===== src/rtl/uart_cmd_decoder.sv =====
// rtl/uart_cmd_decoder.sv - host command byte-stream parser producing register write strobes
module uart_cmd_decoder #(
  parameter int          DATA_BIT    = 32,
  parameter int          PACK_NUM    = 4,
  parameter int          OUTPUT_NUM  = 16,
  parameter int          CH_W        = 4,
  parameter logic [7:0]  SLOW_PERIOD = 8'h14,
  parameter logic [7:0]  FAST_PERIOD = 8'h05,
  parameter int          TIMEOUT_CYC = 100000,
  parameter logic [7:0]  CMD_FREQ    = 8'h01,
  parameter logic [7:0]  CMD_PERIOD  = 8'h02,
  parameter logic [7:0]  CMD_DATA    = 8'h03,
  parameter logic [7:0]  CMD_CTRL    = 8'h04
) (
  input  logic                clk_i,
  input  logic                rst_ni,
  input  logic [7:0]          data_i,
  input  logic                rx_done_tick_i,
  output logic [DATA_BIT-1:0] freq_o,
  output logic                freq_we_o,
  output logic [7:0]          slow_period_o,
  output logic [7:0]          fast_period_o,
  output logic                period_we_o,
  output logic [CH_W-1:0]     channel_o,
  output logic [DATA_BIT-1:0] data_o,
  output logic                data_we_o,
  output logic                mode_o,
  output logic                en_o,
  output logic                ctrl_we_o,
  output logic                err_o
);

  localparam int PC_W = (PACK_NUM > 1) ? $clog2(PACK_NUM) : 1;
  localparam int TO_W = (TIMEOUT_CYC > 2) ? $clog2(TIMEOUT_CYC) : 1;
  localparam logic [PC_W-1:0] LAST_BYTE = PC_W'(PACK_NUM - 1);
  localparam logic [TO_W-1:0] TO_MAX    = TO_W'(TIMEOUT_CYC - 1);

  typedef enum logic [2:0] {
    IDLE, FREQ_PAY, PER_SLOW, PER_FAST, DATA_CH, DATA_PAY, CTRL_CH, CTRL_BYTE
  } state_t;

  state_t              state_q;
  logic [PC_W-1:0]     byte_cnt_q;
  logic [TO_W-1:0]     to_cnt_q;
  logic [DATA_BIT-1:0] shadow_q;
  logic [CH_W-1:0]     ch_shadow_q;
  logic                ch_bad_q;

  logic [DATA_BIT-1:0] freq_q, data_q;
  logic [7:0]          slow_q, fast_q;
  logic [CH_W-1:0]     channel_q;
  logic                mode_q, en_q;
  logic                freq_we_q, period_we_q, data_we_q, ctrl_we_q, err_q;

  logic [DATA_BIT-1:0] shifted;
  logic                ch_bad_in;

  // Payload arrives LSB byte first, so each new byte enters at the top and slides down
  assign shifted   = {data_i, shadow_q[DATA_BIT-1:8]};
  assign ch_bad_in = ({24'd0, data_i} >= 32'(OUTPUT_NUM));

  // Packet FSM, inter-byte timeout, shadow assembly and registered outputs/strobes
  always_ff @(posedge clk_i or negedge rst_ni) begin
    if (!rst_ni) begin
      state_q     <= IDLE;
      byte_cnt_q  <= '0;
      to_cnt_q    <= '0;
      shadow_q    <= '0;
      ch_shadow_q <= '0;
      ch_bad_q    <= 1'b0;
      freq_q      <= '0;
      data_q      <= '0;
      slow_q      <= SLOW_PERIOD;
      fast_q      <= FAST_PERIOD;
      channel_q   <= '0;
      mode_q      <= 1'b0;
      en_q        <= 1'b0;
      freq_we_q   <= 1'b0;
      period_we_q <= 1'b0;
      data_we_q   <= 1'b0;
      ctrl_we_q   <= 1'b0;
      err_q       <= 1'b0;
    end else begin
      freq_we_q   <= 1'b0;
      period_we_q <= 1'b0;
      data_we_q   <= 1'b0;
      ctrl_we_q   <= 1'b0;
      err_q       <= 1'b0;

      // A received byte always restarts the gap timer; the timer only runs mid-packet
      if (state_q == IDLE || rx_done_tick_i) begin
        to_cnt_q <= '0;
      end else if (to_cnt_q == TO_MAX) begin
        to_cnt_q   <= '0;
        byte_cnt_q <= '0;
        state_q    <= IDLE;
        err_q      <= 1'b1;
      end else begin
        to_cnt_q <= to_cnt_q + 1'b1;
      end

      if (rx_done_tick_i) begin
        case (state_q)
          IDLE: begin
            byte_cnt_q <= '0;
            case (data_i)
              CMD_FREQ:   state_q <= FREQ_PAY;
              CMD_PERIOD: state_q <= PER_SLOW;
              CMD_DATA:   state_q <= DATA_CH;
              CMD_CTRL:   state_q <= CTRL_CH;
              default:    err_q   <= 1'b1;
            endcase
          end
          FREQ_PAY: begin
            shadow_q <= shifted;
            if (byte_cnt_q == LAST_BYTE) begin
              freq_q     <= shifted;
              freq_we_q  <= 1'b1;
              byte_cnt_q <= '0;
              state_q    <= IDLE;
            end else begin
              byte_cnt_q <= byte_cnt_q + 1'b1;
            end
          end
          PER_SLOW: begin
            shadow_q[7:0] <= data_i;
            state_q       <= PER_FAST;
          end
          PER_FAST: begin
            slow_q      <= shadow_q[7:0];
            fast_q      <= data_i;
            period_we_q <= 1'b1;
            state_q     <= IDLE;
          end
          DATA_CH, CTRL_CH: begin
            ch_shadow_q <= data_i[CH_W-1:0];
            ch_bad_q    <= ch_bad_in;
            byte_cnt_q  <= '0;
            state_q     <= (state_q == DATA_CH) ? DATA_PAY : CTRL_BYTE;
          end
          DATA_PAY: begin
            shadow_q <= shifted;
            if (byte_cnt_q == LAST_BYTE) begin
              // An out-of-range channel still consumes its payload, then reports instead of writing
              if (ch_bad_q) begin
                err_q <= 1'b1;
              end else begin
                data_q    <= shifted;
                channel_q <= ch_shadow_q;
                data_we_q <= 1'b1;
              end
              byte_cnt_q <= '0;
              state_q    <= IDLE;
            end else begin
              byte_cnt_q <= byte_cnt_q + 1'b1;
            end
          end
          CTRL_BYTE: begin
            if (ch_bad_q) begin
              err_q <= 1'b1;
            end else begin
              en_q      <= data_i[0];
              mode_q    <= data_i[1];
              channel_q <= ch_shadow_q;
              ctrl_we_q <= 1'b1;
            end
            state_q <= IDLE;
          end
          default: state_q <= IDLE;
        endcase
      end
    end
  end

  assign freq_o        = freq_q;
  assign freq_we_o     = freq_we_q;
  assign slow_period_o = slow_q;
  assign fast_period_o = fast_q;
  assign period_we_o   = period_we_q;
  assign channel_o     = channel_q;
  assign data_o        = data_q;
  assign data_we_o     = data_we_q;
  assign mode_o        = mode_q;
  assign en_o          = en_q;
  assign ctrl_we_o     = ctrl_we_q;
  assign err_o         = err_q;

endmodule


===== config.mk =====
export PLATFORM = sky130hd
export DESIGN_NAME = uart_cmd_decoder
export DESIGN_NICKNAME = d
export VERILOG_FILES = /design/src/rtl/uart_cmd_decoder.sv
export SDC_FILE = /design/constraint.sdc
export NUM_CORES = 1
export LEC_CHECK = 0
export CORE_MARGIN = 3
export CORE_UTILIZATION = 36
export CTS_BUF_LIST = sky130_fd_sc_hd__clkbuf_4 sky130_fd_sc_hd__clkbuf_8
export CTS_CLUSTER_SIZE = 20
export DETAILED_ROUTE_END_ITERATION = 12
export GPL_TIMING_DRIVEN = 0
export PLACE_DENSITY = 0.59
export SLEW_MARGIN = 20
export SYNTH_ARGS = -nofsm -noshare
export SYNTH_HDL_FRONTEND = slang
export SYNTH_SLANG_ARGS = --single-unit

===== constraint.sdc =====
create_clock -name clk_i -period 1.9 [get_ports clk_i]
set_clock_uncertainty 0.05 [all_clocks]
set_input_delay 0.285 -clock clk_i [delete_from_list [all_inputs] [get_ports clk_i]]
set_output_delay 0.285 -clock clk_i [all_outputs]
set_load 0.05 [all_outputs]

### Word-level counts from Yosys, hierarchy flattened

Index checks and enable logic that the tools add are counted.

| word-level totals | value |
|---|---|
| input bits | 11 |
| output and inout bits | 91 |
| bits in registers | 150 |

| cells by class | value |
|---|---|
| equal/unequal tests | 14 |
| multiplexer cells | 36 |
| $lt $le $gt $ge | 1 |
| $add $sub $neg | 2 |
| reductions and logical operators | 17 |
| bitwise gates (word level) | 1 |

Operator list:

| cell | count |
|---|---|
| $mux 17 | 2 |
| $add 17x1->17 const B | 1 |
| $eq 17x17->1 const B | 1 |
| $mux 1 | 17 |
| $eq 8x2->1 const B | 2 |
| $pmux 8 s2 | 1 |
| $pmux 3 s5 | 1 |
| $eq 3x3->1 const B | 4 |
| $mux 3 | 4 |
| $pmux 3 s4 | 1 |
| $mux 2 | 5 |
| $reduce_and 3->1 | 3 |
| $eq 8x1->1 const B | 1 |
| $eq 8x3->1 const B | 1 |
| $ge 8x5->1 const B | 1 |
| $mux 4 | 2 |
| $pmux 4 s2 | 1 |
| $reduce_and 2->1 | 4 |
| $eq 3x2->1 const B | 2 |
| $reduce_or 2->1 | 3 |
| $pmux 2 s2 | 1 |
| $reduce_and 4->1 | 1 |
| $reduce_bool 2->1 | 2 |
| $reduce_or 4->1 | 1 |
| other kinds (9) | 9 |

### Longest topological paths before layout

Gate-level depths: netlist of run 1.

| depth | value |
|---|---|
| depth after elaboration | 7 |
| gate-level depth with buffers | 7 |

### Worst setup path before layout of run 1

Ideal clock, no wire load.

| timing | value |
|---|---|
| kind | register -> register |
| start | register state_q[1] |
| end | register freq_q[10] (netlist: freq_o[10]) |
| cell stages (with the launch flop) | 7 |
| period minus slack after synthesis | 1832 ps |
| arrival time | 1658 ps |
| path slack | 68 ps |
| cells stage by stage | dfrtp_1 nor2b_1 buf_4 nand2_4 nor3b_4 buf_4 mux2_2 |

| between the ends | value |
|---|---|
| longest elaborated chain between the ends | 2 |

RTL lines:

| item | line | source |
|---|---|---|
| from (decl) | 42 | `state_t state_q;` |
| from (signal assigned) | 139 | `state_q <= (state_q == DATA_CH) ? DATA_PAY : CTRL_BYTE;` |
| $eq 3x1->1 | 103 | `case (state_q)` |
| $reduce_and 3->1 (no source line) | - |  |
| to (signal assigned) | 117 | `freq_q <= shifted;` |
| to (decl) | 49 | `logic [DATA_BIT-1:0] freq_q, data_q;` |

Every way passes these cells.
A chain may end at the register's enable or synchronous reset.

### Final worst setup path of run 1

| timing | value |
|---|---|
| start | input port data_i[4] |
| end | register err_q (netlist: err_o) |

| between the ends | value |
|---|---|
| longest elaborated chain between the ends | 5 |

RTL lines:

| item | line | source |
|---|---|---|
| from (decl) | 17 | `input logic [7:0] data_i,` |
| $eq 8x3->1 (tied with other cells) | 106 | `case (data_i)` |
| $reduce_or 4->1 (no source line) * | - |  |
| $mux 1 * | 106 |  |
| $pmux 1 s3 * | 103 |  |
| $mux 1 * | 102 | `if (rx_done_tick_i) begin` |
| to (signal assigned) | 97 | `err_q <= 1'b1;` |
| to (signal assigned) | 111 | `default: err_q <= 1'b1;` |
| to (signal assigned) | 146 | `err_q <= 1'b1;` |
| to (decl) | 53 | `logic freq_we_q, period_we_q, data_we_q, ctrl_we_q, err_q;` |

Mark *: on every way between the ends. The rest lies on a longest branch, timed or not.

==> out/metrics.cfg, run 1 <==
[synth]
synthAdderAreaFrac=0.00414
synthSimpleGateAreaFrac=0.0781
yosys-mux-area-fraction=0.229
synth_cells=418
synth_area_um2=6040
syn_nets=431
ys_ff_latch=150
synth_top_family_by_area=multiplexers
synth_ff_type=dfrtp_1
synth-compound-area-share=0.0213
yosysSeqAreaShare=0.622
avgSynthCellArea_um2=14.4
yosysWarnings=0
async_flop_share=1.00
synth_edf_count=0
synth_xor_area_frac=0.0218
ys_types=44

[clock_network]
clk_pin_slew_ns=0.09
cts_tree=done
cts_sinks=150
cts.htree.levels=4
numCtsBuffers=17
clk_latency_ns=0.45
ctsLongestPathBuffers=2
cts_root_buf=clkbuf_8

[finish]
final_util=0.483
syn_to_final_growth_pct=29.3
stdcell_count=782
nets=566
drive_gt1_frac=0.339
diodes=0

[drt]
post_drt_wl_per_cell_um=17.6
drc=0
vias=3763
dr.first_iter.drc_count=134
viasPerCell=4.81
ant_nets=0
first_pass_iters=4
wl_mm=13.8

[critical_path]
path_class=input pin to flip-flop
setup.worst_path.end_class=flip-flop
worstPathMaxFanout=6
r2r_end=freq_o[5]
r2r_start=state_q[1]
arrival_ns=2.12
rrSetupSlack_ns=0.06
cp-start-kind=input pin
r2r_cells=7
cp_data_required_time_ns=2.15

[place]
pre_cts_ws_ns=-0.555
numPortBuffers=101
place_congestion=0.785
dpl.hpwl_mm=9.36
dp_cells=736

[power_and_ir_drop]
clock_power_share=0.183
powerDensity_nw_per_um2=1650
p_sw_frac=0.448
seqPwrFrac=0.395
p_leak_nw=3.89
peakVddDrop_mv=1.10
p_switching_w=0.00577
power_frac_comb=0.422
p_int_w=0.00711

[floorplanning]
ios=102
dieArea_um2=18400
die_w_um=136
core_area_um2=16200
row_count=46
die_h_um=136
initial_core_util=0.373

[timing]
clock.fmax_mhz=535
hold_viol=0
fin_setup_tns_ns=0
finalSetupViolations=0
drv_slew=0
period_needed_ns=1.87
fin_ws_ns=0.0319
max_slew_margin=0.508
min_period_over_period=0.983
tightestPinTransition_ns=0.737

[global_routing]
grt_usage=0.156
grt_pass1_wl_mm=22.0
grt_max_degree=80
grt_pass1_vias=4034
grt-ovfl-total=0
antenna_found_initial=0

[hold_path]
hold_class=input pin to asynchronous set/reset pin

[run]
cap_violations=0

[outcome]
outcome=finished, final reports clean

[stage by stage]
stage	hold WS, ns	area, um^2	power [W]
after floorplan	-0.0606	6040	0.00893
after global placement	0.410	7320	0.0110
after detailed placement	0.232	7350	0.0111
after CTS	0.336	7720	0.0130
after global routing	0.346	7810	0.0136
final	0.330	7810	0.0129
[metal layers]
layer	global-route usage	vias up	part of all wire
met5	0	-	0
met3	0.0527	16	0.045
met2	0.246	79	0.48
li1	-	1755	-
met1	0.206	1913	0.46
met4	0.0465	0	0.019
[cells in the mapped netlist (2+ instances only)]
master	count	area (um^2)
mux2_2	112	1260
o21ai_0	12	60.1
nor4b_1	3	26.3
buf_2	8	40.0
a21oi_1	4	20.0
nor2b_1	3	18.8
nor2_1	17	63.8
nor3_1	3	15.0
buf_6	3	33.8
mux2i_1	9	90.1
xor2_1	13	114
nand2b_1	3	18.8
buf_4	4	30.0
dfstp_2	4	105
ha_1	2	25.0
nand4_1	8	50.1
inv_1	3	11.3
nand3_1	10	50.1
dfrtp_1	146	3650
xnor2_1	2	17.5
clkbuf_1	6	22.5
mux2_1	3	33.8
nand2_1	15	56.3
or3_1	2	12.5
and4_1	4	35.0
[cell families (layout without fill, tap and decap cells)]
| kind of cell | count (synthesis) | after routing |
|---|---|---|
| AOI/OAI and AO/OA | 22 | 22 |
| xor gates and xnor gates | 15 | 15 |
| and+or+nand+nor | 81 | 81 |
| adders and majority gates | 2 | 2 |
| DFF | 150 | 150 |
| buffers and inverters | 24 | 172 |
| muxes | 124 | 124 |
[registers in the layout, indices dropped and copies added, names as in the netlist, 2 cells and up]
register	cells
ch_shadow_q	4
channel_o	4
state_q	3
freq_o	32
slow_period_o	8
to_cnt_q	17
fast_period_o	8
data_o	32
byte_cnt_q	2
shadow_q	32
[what timing repair did]
item / 4_1_cts / 5_1_grt
pin swaps: 3 / 4
hold buffers: 1 / 0
cloned: 1 / 0
endpoints found under the setup margin: 171 / 85
resized for setup: 96 / 21
endpoints found under the hold margin: 69 / 0
setup buffers: 8 / 4
[power groups by stage]
| stage | clock network (W) | logic [W] | registers, W |
|---|---|---|---|
| after floorplan | 0 | 0.00150 | 0.00743 |
| after global placement | 0 | 0.00581 | 0.00515 |
| after detailed placement | 0 | 0.00588 | 0.00518 |
| after CTS | 0.00245 | 0.00544 | 0.00510 |
| after global routing | 0.00258 | 0.00573 | 0.00525 |
| final | 0.00236 | 0.00543 | 0.00509 |
[placed cells by master (no fill, tap or decap), drive strengths merged, types with 2 or more instances in the layout]
cell type,Yosys,layout
nor3b,2,2
clkinvlp,0,2
nand2b,3,3
or3,2,2
ha,2,2
mux2,115,115
clkbuf,6,26
clkinv,0,2
xnor2,2,2
nor2b,3,3
nor4b,3,3
nor3,4,4
nand2,16,16
dfstp,4,4
o21ai,13,13
mux2i,9,9
nand3,10,10
nor2,18,18
nand4,8,8
nor4,2,2
and4,4,4
clkdlybuf4s50,0,8
buf,15,27
inv,3,14
a21oi,4,4
clkdlybuf4s15,0,3
xor2,13,13
dlygate4sd2,0,88
dfrtp,146,146
[how the worst max path moves through the flow]
| stage | from | endpoint | slack, ns | depth (start not counted) |
|---|---|---|---|---|
| CTS | slow_period_o[4] | slow_period_o[4] | 0.02 | 1 |
| global route | to_cnt_q[0] | state_q[1] | -0.02 | 7 |
| detailed placement | rx_done_tick_i | data_o[7] | -0.55 | 5 |
| global placement | rst_ni | data_o[21] | -5.43 | 1 |
| floorplan | state_q[1] | freq_o[10] | 0.07 | 6 |
| finish | data_i[4] | err_o | 0.03 | 4 |
[final cells by class]
class                      count  area [um^2]
buffer                        21          159
clock buffer                  17          234
clock inverter                15          151
fill                        1447         8370
inverter                       3         11.3
multi-input combinational    244         2170
sequential                   150         3760
tap                          216          270
timing repair buffer         116         1050
[critical path, cell delays in order]
cell and delay, ns:
clkdlybuf4s50_1 0.64, or4_1 0.65, o311ai_0 0.36, nand3_1 0.17
No activity file was read; power rests on OpenSTA's default activity.
==> run 2: changes to the inputs <==
- DONT_BUFFER_PORTS: default -> 1
- PLACE_DENSITY: 0.59 -> 0.51
==> out/metrics.cfg, run 2 (synthesis results as in run 1) <==
[drt]
wl_mm=14.0  ; was 13.8 mm
ant_nets=0  ; unchanged
vias=3447  ; was 3763
dr.first_iter.drc_count=192  ; was 134
drc=0  ; unchanged
viasPerCell=5.03  ; was 4.81
first_pass_iters=4  ; unchanged
post_drt_wl_per_cell_um=20.5  ; was 17.6 um

[critical_path]
cp_slowest_stage_delay_ns=0.45  ; was 0.65 ns
cp-start-kind=flip-flop  ; was input pin
path_buf_inv=4  ; was 1
setup.worst_path.end_class=flip-flop  ; unchanged
path_class=flip-flop to flip-flop  ; was input pin to flip-flop
worstPathMaxFanout=9  ; was 6
arrival_ns=2.10  ; was 2.12 ns
cp_data_required_time_ns=2.18  ; was 2.15 ns
cp_cell_sequence=nor2b_2, buf_6, nand2_8, nor3b_4, buf_4, buf_6, buf_4, mux2_2  ; was clkdlybuf4s50_1, or4_1, o311ai_0, nand3_1
critPathSlowestCell=dfrtp_2  ; was or4_1
cp_top_family=buffers and inverters  ; was simple AND/OR/NAND/NOR gates

[clock_network]
cts_sinks=150  ; unchanged
cts.htree.levels=4  ; unchanged
clk_pin_slew_ns=0.09  ; about the same
cts_hold_buffers=6  ; was 1
clk_latency_ns=0.44  ; was 0.45 ns
cts_tree=done  ; unchanged
cts_root_buf=clkbuf_8  ; unchanged
ctsLongestPathBuffers=2  ; unchanged
numCtsBuffers=17  ; unchanged

[power_and_ir_drop]
powerDensity_nw_per_um2=1770  ; was 1650 nW/um^2
peakVddDrop_mv=0.985  ; was 1.10 mV
p_sw_frac=0.435  ; was 0.448
power_frac_comb=0.148  ; was 0.422
p_leak_nw=3.24  ; was 3.89 nW
power_w=0.0124  ; was 0.0129 W
p_int_w=0.00703  ; was 0.00711 W
p_switching_w=0.00542  ; was 0.00577 W
seqPwrFrac=0.623  ; was 0.395
clock_power_share=0.229  ; was 0.183

[timing]
finalSetupViolations=0  ; unchanged
rsz0062_at_grt=yes
min_period_over_period=0.958  ; was 0.983
fin_setup_tns_ns=0  ; unchanged
max_slew_margin=0.496  ; was 0.508
fin_ws_ns=0.0804  ; was 0.0319 ns
tightestPinTransition_ns=0.757  ; was 0.737 ns
hold_viol=150  ; was 0
whs_ns=-0.523  ; was 0.330 ns
drv_slew=0  ; unchanged
period_needed_ns=1.82  ; was 1.87 ns
clock.fmax_mhz=550  ; was 535 MHz

[finish]
final_common_cell=dfrtp_1  ; unchanged
layout_common_cells=dfrtp_1 (145), mux2_2 (112), nor2_1 (17), clkbuf_8 (17), nand2_1 (14)  ; was dfrtp_1 (146), mux2_2 (112), dlygate4sd2_1 (88), nor2_1 (17), clkbuf_8 (17)
diodes=0  ; unchanged
nets=469  ; was 566
syn_to_final_growth_pct=16.2  ; was 29.3%
stdcell_area_um2=7020  ; was 7810 um^2
drive_gt1_frac=0.407  ; was 0.339

[global_routing]
grt_pass1_wl_mm=22.2  ; was 22.0 mm
grt_usage=0.162  ; was 0.156
grt_max_degree=151  ; was 80
grt_pass1_vias=3613  ; was 4034
grt-ovfl-total=0  ; unchanged
antenna_found_initial=0  ; unchanged

[floorplanning]
die_h_um=136  ; unchanged
die_w_um=136  ; unchanged
row_count=46  ; unchanged
ios=102  ; unchanged
core_area_um2=16200  ; unchanged
dieArea_um2=18400  ; unchanged
initial_core_util=0.373  ; unchanged

[place]
dpl.hpwl_mm=8.97  ; was 9.36 mm
place_congestion=0.831  ; was 0.785
place_area_um2=6310  ; was 7350 um^2
pre_cts_ws_ns=-0.343  ; was -0.555 ns
numPortBuffers=0  ; was 101

[outcome]
violations=negative hold slack
outcome=finished with violations  ; was finished, final reports clean

[run]
cap_violations=0  ; unchanged

[hold_path]
hold_class=input pin to asynchronous set/reset pin  ; unchanged

==> run 2: cell types whose count changed in the layout (fill, tap and decap cells not counted), moves of 3 or more <==
cell / before / now
buf_4: 13 / 10
bufinv_16: 0 / 5
clkbuf_4: 3 / 7
clkdlybuf4s15_1: 3 / 0
clkdlybuf4s50_1: 8 / 0
dlygate4sd2_1: 88 / 0
dlygate4sd3_1: 1 / 6
inv_8: 6 / 0
==> run 2: worst paths after layout <==
| check | depth (start not counted) | startpoint | slack, ns | to |
|---|---|---|---|---|
| setup / recovery | 8 | state_q[1] | 0.08 | freq_o[1] |
| hold / removal | 0 | rst_ni | -0.52 | fast_period_o[1] |
| setup reg to reg | 8 | state_q[1] | 0.08 | freq_o[1] |
| hold reg to reg | 1 | to_cnt_q[0] | 0.43 | to_cnt_q[0] |
| max in group asynchronous | 0 | rst_ni | 2.06 | slow_period_o[4] |
| min in group clk_i | 2 | data_i[3] | 0.06 | err_o |
==> run 2: timing repair <==
action                                  4_1_cts  5_1_grt
endpoints found under the setup margin       79       87
buffers inserted                             10        2
gates resized for setup                       8       19
pin swaps                                     3        2
cloned                                        1        0
endpoints found under the hold margin       178      150
==> run 2: area by class of cell <==
class	instances	area [um^2]
well taps	216	270
repair buffers	19	169
flip-flops and latches	150	3760
multi-input cells	244	2170
fillers	1509	9160
clock buffers	19	249
clock inverters	13	218
plain buffers	21	171
inverters	3	11.3
==> run 2: routing by layer <==
metal  GRT usage  share of wire  wire [um]  vias to the layer above
met1       0.216           0.44       6140                     1797
met5           0              0          0                        -
met2       0.251           0.49       6880                       74
met4      0.0538          0.014        191                        0
met3      0.0520          0.057        802                       15
li1            -              -          -                     1561
==> run 2: power by group through the flow <==
| stage | Sequential, W | Combinational (W) | Clock (W) |
|---|---|---|---|
| 6_report | 0.00776 | 0.00185 | 0.00285 |
| 5_1_grt | 0.00792 | 0.00205 | 0.00309 |
| 4_1_cts | 0.00779 | 0.00182 | 0.00295 |
| 3_5_place_dp | 0.00786 | 0.00174 | 0 |
| 3_3_place_gp | 0.00782 | 0.00167 | 0 |
| 2_1_floorplan | 0.00743 | 0.00150 | 0 |
==> run 2: stage by stage <==
step / util / std cells
after detailed placement: 0.390 / 634
after CTS: 0.429 / 683
after global routing: 0.434 / 685
final: 0.434 / 685
after global placement: 0.390 / 634
after floorplan: - / 418
